File: src/rtl/mux_pkg.sv
// Shared constants and helpers for the N-channel registered mux family.
// Holds the mode encodings and the modular index increment used for the arbitration pointer.
package mux_pkg;

   localparam logic MODE_SEL = 1'b0;
   localparam logic MODE_RR  = 1'b1;

   function automatic int unsigned wrap_inc(input int unsigned idx, input int unsigned n);
      return (idx + 32'd1 >= n) ? 32'd0 : idx + 32'd1;
   endfunction

endpackage

File: src/rtl/mux_n_rr_arbiter.sv
// Combinational round-robin arbiter: grants the first requester found at ptr, ptr+1, ...
// (wrapping mod N) and reports the winner both one-hot and encoded.
module rr_arbiter #(
   parameter int N    = 4,
   parameter int SELW = $clog2(N)
) (
   input  logic [N-1:0]    req,
   input  logic [SELW-1:0] ptr,
   output logic [N-1:0]    grant,
   output logic [SELW-1:0] grant_idx
);

   logic            found_s;
   logic [SELW-1:0] cand_s;

   // Rotating priority search starting at ptr; first hit wins.
   always_comb begin
      grant     = '0;
      grant_idx = '0;
      found_s   = 1'b0;
      cand_s    = '0;
      for (int k = 0; k < N; k++) begin
         cand_s = SELW'((int'(ptr) + k) % N);
         if (!found_s && req[cand_s]) begin
            grant[cand_s] = 1'b1;
            grant_idx     = cand_s;
            found_s       = 1'b1;
         end else begin
            found_s = found_s;
         end
      end
   end

endmodule

File: src/rtl/mux_n_rr.sv
// N-channel registered multiplexer with valid/ready on every port, selectable fixed-select or
// round-robin arbitration, and a tag naming the channel that supplied each output beat.
module mux_n_rr
   import mux_pkg::*;
#(
   parameter int WIDTH = 8,
   parameter int N     = 4,
   parameter int SELW  = $clog2(N)
) (
   input  logic               clk,
   input  logic               rst,
   input  logic               mode,
   input  logic [SELW-1:0]    S,
   input  logic [N-1:0]       in_valid,
   input  logic [N*WIDTH-1:0] in_data,
   output logic [N-1:0]       in_ready,
   output logic               out_valid,
   output logic [WIDTH-1:0]   out_data,
   output logic [SELW-1:0]    out_ch,
   input  logic               out_ready
);

   logic [N-1:0]     arb_grant_s;
   logic [SELW-1:0]  arb_idx_s;
   logic [N-1:0]     grant_s;
   logic [SELW-1:0]  grant_idx_s;
   logic             sel_in_range_s;
   logic             load_s;
   logic             xfer_s;

   logic             out_valid_r;
   logic [WIDTH-1:0] out_data_r;
   logic [SELW-1:0]  out_ch_r;
   logic [SELW-1:0]  ptr_r;

   rr_arbiter #(.N(N), .SELW(SELW)) u_arb (
      .req       (in_valid),
      .ptr       (ptr_r),
      .grant     (arb_grant_s),
      .grant_idx (arb_idx_s)
   );

   assign sel_in_range_s = (int'(S) < N);
   // The output slot can take a beat when empty or when its beat drains this same cycle.
   assign load_s   = !out_valid_r || out_ready;
   assign xfer_s   = !rst && load_s && (|grant_s);
   assign in_ready = (rst || !load_s) ? '0 : grant_s;

   // Grant selection: fixed channel S in select mode, rotating priority otherwise.
   always_comb begin
      grant_s     = '0;
      grant_idx_s = '0;
      if (mode == MODE_RR) begin
         grant_s     = arb_grant_s;
         grant_idx_s = arb_idx_s;
      end else if (sel_in_range_s && in_valid[S]) begin
         grant_s[S]  = 1'b1;
         grant_idx_s = S;
      end else begin
         grant_s     = '0;
         grant_idx_s = '0;
      end
   end

   // Output register and arbitration pointer; data and tag hold when the slot empties.
   always_ff @(posedge clk or posedge rst) begin
      if (rst) begin
         out_valid_r <= 1'b0;
         out_data_r  <= '0;
         out_ch_r    <= '0;
         ptr_r       <= '0;
      end else if (xfer_s) begin
         out_valid_r <= 1'b1;
         out_data_r  <= in_data[grant_idx_s*WIDTH +: WIDTH];
         out_ch_r    <= grant_idx_s;
         ptr_r       <= SELW'(wrap_inc(32'(grant_idx_s), N));
      end else if (out_ready) begin
         out_valid_r <= 1'b0;
      end
   end

   assign out_valid = out_valid_r;
   assign out_data  = out_data_r;
   assign out_ch    = out_ch_r;

endmodule

File: config.mk
export PLATFORM = sky130hd
export DESIGN_NAME = mux_n_rr
export DESIGN_NICKNAME = d
export VERILOG_FILES = /design/src/rtl/mux_pkg.sv /design/src/rtl/mux_n_rr_arbiter.sv /design/src/rtl/mux_n_rr.sv
export SDC_FILE = /design/constraint.sdc
export NUM_CORES = 1
export LEC_CHECK = 0
export CORE_MARGIN = 2
export CORE_UTILIZATION = 47
export DETAILED_ROUTE_END_ITERATION = 8
export PLACE_DENSITY = 0.89
export SYNTH_ARGS = -nofsm -noshare
export SYNTH_HDL_FRONTEND = slang
export SYNTH_SLANG_ARGS = --single-unit
File: constraint.sdc
create_clock -name clk -period 5.4 [get_ports clk]
set_input_delay 1.08 -clock clk [delete_from_list [all_inputs] [get_ports clk]]
set_output_delay 1.08 -clock clk [all_outputs]
set_load 0.03 [all_outputs]
Word-level counts from Yosys, hierarchy flattened
Index checks and enable logic that the tools add are counted.
Widths: inputs -> output; s select.
{"block": "op_classes", "bitwise": 3, "add_sub_neg": 4, "n_lt_le_gt_ge": 11, "reduce_logical": 20, "shifts": 1, "muxes": 39}
{"operator": "$shiftx 32x6->8", "count": 1}
{"operator": "$mux 4", "count": 7}
{"operator": "$lt 2x3->1 const B", "count": 5}
{"operator": "$mux 1", "count": 15}
{"operator": "$mux 2", "count": 7}
{"operator": "$or 4x4->4", "count": 3}
{"operator": "$bmux 1 s2", "count": 5}
{"operator": "$demux 1 s2", "count": 5}
{"operator": "$ge 2x1->1 const B", "count": 5}
{"operator": "$logic_and 1x1->1", "count": 10}
{"operator": "$logic_not 1->1", "count": 6}
{"operator": "$add 2x2->2 const B", "count": 2}
{"operator": "$reduce_or 4->1", "count": 1}
{"operator": "$add 2x1->3 const B", "count": 1}
{"operator": "$ge 3x3->1 const B", "count": 1}
{"operator": "$add 2x1->2 const B", "count": 1}
{"operator": "$logic_or 1x1->1", "count": 2}
{"operator": "$reduce_bool 2->1", "count": 1}
{"block": "totals", "output_inout_bits": 15, "elab_cells": 82, "in_bits": 42, "ff_bits": 13}

Depth between registers and ports, before layout
{"block": "logic_depth", "word_depth": 16, "ltp_mapped": 12}

By module
From an unflattened synthesis, not the netlist that was laid out.
{"block": "hier_totals", "hier_cells": 148, "hier_area_um2": 1411.4}
{"module": "mux_n_rr", "area_each_um2": 922.1, "instances": 1, "cells_per_inst": 83}
{"module": "rr_arbiter", "area_each_um2": 489.2, "instances": 1, "cells_per_inst": 65}

Least setup slack after synthesis
Ideal clock, no wire load.
{"block": "synth_timing", "path_kind": "register -> output", "from": "reg ptr_r[0]", "to": "out in_ready[1]", "stages_incl_launch_ff": 9, "arrival_time_ns": 2.678, "required_time_ns": 4.320, "setup_slack_ns": 1.642, "path_cell_list": "dfrtp_1 > buf_6 > inv_1 > ha_1 > buf_6 > mux4_2 > nor2b_4 > a221oi_1 > o311ai_2"}
{"block": "synth_via", "elab_chain_len": 14, "word_cells_on_any_way": 49, "classes_between": "add/sub: 3; order compare: 8; mux: 25; bitwise: 3; reduce/logical: 10"}
{"element": "start, declared", "line_no": "mux_n_rr.sv:34", "rtl": "logic [SELW-1:0] ptr_r;"}
{"element": "start signal, assigned", "line_no": "mux_n_rr.sv:76", "rtl": "ptr_r <= SELW'(wrap_inc(32'(grant_idx_s), N));"}
{"element": "parallel branches: the longest is 11 deep, another holds $lt 2x3->1"}
{"element": "$mux 4 (*)", "line_no": "mux_n_rr_arbiter.sv:24", "rtl": "if (!found_s && req[cand_s]) begin"}
{"element": "$mux 4 (*)", "line_no": "mux_n_rr.sv:53", "rtl": "if (mode == MODE_RR) begin"}
{"element": "$mux 4 (*)", "line_no": "mux_n_rr.sv:47", "rtl": "assign in_ready = (rst || !load_s) ? '0 : grant_s;"}
{"element": "end, declared", "line_no": "mux_n_rr.sv:16", "rtl": "output logic [N-1:0] in_ready,"}
Mark *: on every way between the ends. The select of a mux whose other input is x is not followed.

Worst setup path in the final report
{"block": "layout_timing", "from": "reg ptr_r[0]", "to": "out in_ready[2]"}
Same word-level chain as after synthesis.

==> impl_metrics.json <==
{
  "ioPinCount": 57,
  "max-vdd-ir-drop_mv": 0.2846,
  "drtAntennaViolNets": 0,
  "grt_max_degree": 35,
  "synthToLayoutAreaGrowth_pct": 39.24,
  "cp.arrival_ns": 3.84,
  "grt_pass1_wl_mm": 5.782,
  "overflow": 0,
  "syn_inst": 149,
  "cts.repair.resized": 0,
  "worstPathCellList": "inv_1 > ha_1 > mux4_2 > nor4b_4 > a32oi_1 > o31ai_2 > clkdlybuf4s50_1",
  "cap_violations": 0,
  "crit_path_top_delay_cell": "clkdlybuf4s50_1",
  "fin_nets": 249,
  "die_x_microns": 58.82,
  "hp-class": "reg2reg",
  "yosysTopAreaCellShare_pct": 23.03,
  "viasPerCell": 5.952,
  "rsz0062_at_grt": "false",
  "crit_family": "buffers and inverters",
  "ys_ff_latch": 13,
  "fin_util_pct": 70.12,
  "r2r_end": "out_data[0]$_DFFE_PP0P_",
  "synth_nets": 197,
  "yosysSeqAreaShare_pct": 23.03,
  "ff2ff_setup_slack_ns": 1.66,
  "wl_mm": 3.536,
  "io_buffers": 56,
  "critPathCaptureType": "primary output",
  "critical_path_class": "reg2out",
  "via_count": 1375,
  "required_ns": 4.32,
  "max_freq_mhz": 203.3,
  "cts_hold_buf": 0,
  "layout_min_cycle_time_ns": 4.919,
  "yosys.area.top_type": "dfrtp_1",
  "gp_congestion": 1.023,
  "slew_violations": 0,
  "power_leakage_uw": 0.0007503,
  "die-height_microns": 58.82,
  "setup-violations-final": 0,
  "drive_above_1_share_pct": 12.50,
  "syn_avg_cell_area_sq_um": 9.481,
  "root_buffer": "clkbuf_4",
  "htreeDepth": 1,
  "grt_pass1_vias": 1367,
  "ff2ff_path_depth": 9,
  "hold_start": "out_data[6]$_DFFE_PP0P_",
  "holdPathStages": 2,
  "synth_flop_cell": "dfrtp_1",
  "max_stage_delay_ns": 0.74,
  "rr_startpoint": "ptr_r[0]$_DFFE_PP0P_",
  "clkLatencyLatePin_ns": 0.27,
  "hold-path-endpoint": "out_data[6]$_DFFE_PP0P_",
  "grt_usage_pct": 21.65,
  "period_share_pct": 91.10,
  "synthTopCellsByArea": "dfrtp_1 (23%), nor2b_1 (9.3%), a211oi_1 (9.0%)",
  "synth_warnings": 0,
  "clk_pin_slew_ns": 0.08,
  "initial_core_util_pct": 50.36,
  "syn-cell-area_sq_um": 1413,
  "worst_pin_slew_ns": 1.191,
  "drc": 1,
  "cts_max_path_buffers": 2,
  "place_hpwl_mm": 2.867,
  "antenna_found_initial": 0,
  "cts_tree": "built",
  "cp-start-kind": "flop",
  "outcome": "finished with violations",
  "drtIter0Drc": 91,
  "die-area_sq_um": 3460,
  "cts.sinks": 13,
  "violations": "DRC",
  "crit_fanout": 15,
  "slew-limit-headroom_pct": 20.56,
  "synth_cell_types": 42,
  "power.density_nw_per_um2": 528.3,
  "skew_ns": 0.003031,
  "setup_tns_ns": 0,
  "cts_buffers": 3,
  "wl_per_cell_microns": 15.31,
  "row_count": 19,
  "async_flop_share_pct": 100.0,
  "coreArea_sq_um": 2805,
  "dr.pass1.iters": 6,
  "synth_edf_count": 0,
  "cts_setup_buffers": 0,
  "critPathBufInv": 2,
  "insertedDiodeCount": 0,
  "hold_viol": 0
}
-- cells in the mapped netlist, types with 2 or more instances --
cell type  instances
nor2_1             3
a221oi_1           3
mux2_2             2
inv_1              6
buf_2              3
dfrtp_1           13
ha_1               6
buf_6              5
nor3b_1            2
a32oi_1            2
nand2b_1           2
mux4_2             4
nor2b_1           21
o311ai_2           2
nand2_2            2
o31ai_2            2
mux2i_1            2
nand3_1            3
o31ai_1           10
a211oi_1          17
o21ai_2            4
a21oi_1            4
nand2_1           12
-- power by group --
part | internal [uW] | switching [uW]
logic | 338 | 441
clock network | 28.7 | 30.4
registers | 148 | 53.3
-- sequential cells by signal (all words and copies together), names as in the netlist --
name,flops
out_data,8
out_ch,2
ptr_r,2
out_valid,1
-- layer usage --
metal | up-vias | track usage (%) | share of wire [%]
li1 | 671 | - | -
met4 | 0 | 10.71 | 1.3
met1 | 641 | 24.59 | 40
met2 | 57 | 39.05 | 52
met5 | - | 0 | 0
met3 | 6 | 3.297 | 6.3
-- placed cells by master, fill, tap and decap left out, drive strengths merged, types with 5 or more instances in the layout --
cell type / n
clkdlybuf4s50: 56
nor2b: 22
a211oi: 17
nand2: 14
dfrtp: 13
o31ai: 12
inv: 6
ha: 6
o21ai: 5
-- cells by family (layout without fill, tap and decap cells) --
kind of cell / after synthesis / in the layout / share of synthesized area [%]
simple gates: 53 / 53 / 23.74
compound gates: 51 / 51 / 29.67
mux: 9 / 9 / 10.45
xor+xnor: 1 / 1 / 0.6201
flops: 13 / 13 / 23.03
buf+inv: 16 / 67 / 7.173
fa+ha+maj: 6 / 6 / 5.314
-- per-stage QoR --
stage                     cell area (sq um)  cells  setup WS (ns)  total power [uW]  hold WS (ns)
after floorplan                        1413    149          1.642             807.8        0.6284
after global placement                 1941    227         0.6593             950.3        0.4637
after detailed placement               1941    227         0.5295             981.4        0.4730
after CTS                              1967    231         0.4691              1042        0.4907
after global routing                   1967    231         0.2357              1112        0.5008
final                                  1967    231         0.4806              1039        0.4818
-- worst register-to-register path: stages, from the launching register on --
cell and delay [ns]:
dfrtp_1 0.68, inv_1 0.21, ha_1 0.47, mux4_2 0.54
nor4b_4 0.10, a31o_1 0.21, o21ai_2 0.92, nor2b_1 0.12
a211oi_1 0.25, o31ai_1 0.11
-- how the worst max path moves through the flow --
stage               slack, ns           to  depth (start not counted)                 start
floorplan                1.64  in_ready[1]                          8  ptr_r[0]$_DFFE_PP0P_
CTS                      0.47  in_ready[2]                          7  ptr_r[0]$_DFFE_PP0P_
global placement         0.66  in_ready[2]                          6           in_valid[3]
finish                   0.48  in_ready[2]                          7  ptr_r[0]$_DFFE_PP0P_
detailed placement       0.53  in_ready[1]                          6           in_valid[3]
global route             0.24  in_ready[0]                          7  ptr_r[0]$_DFFE_PP0P_
-- final cells by class --
cell class / count / area (sq um)
Clock buffer: 4 / 26.28
Timing Repair Buffer: 57 / 568.0
Multi-Input combinational cell: 120 / 985.9
Fill cell: 224 / 838.3
Tap cell: 31 / 38.79
Inverter: 6 / 22.52
Sequential cell: 13 / 325.3
(Power assumes the default switching activity.)
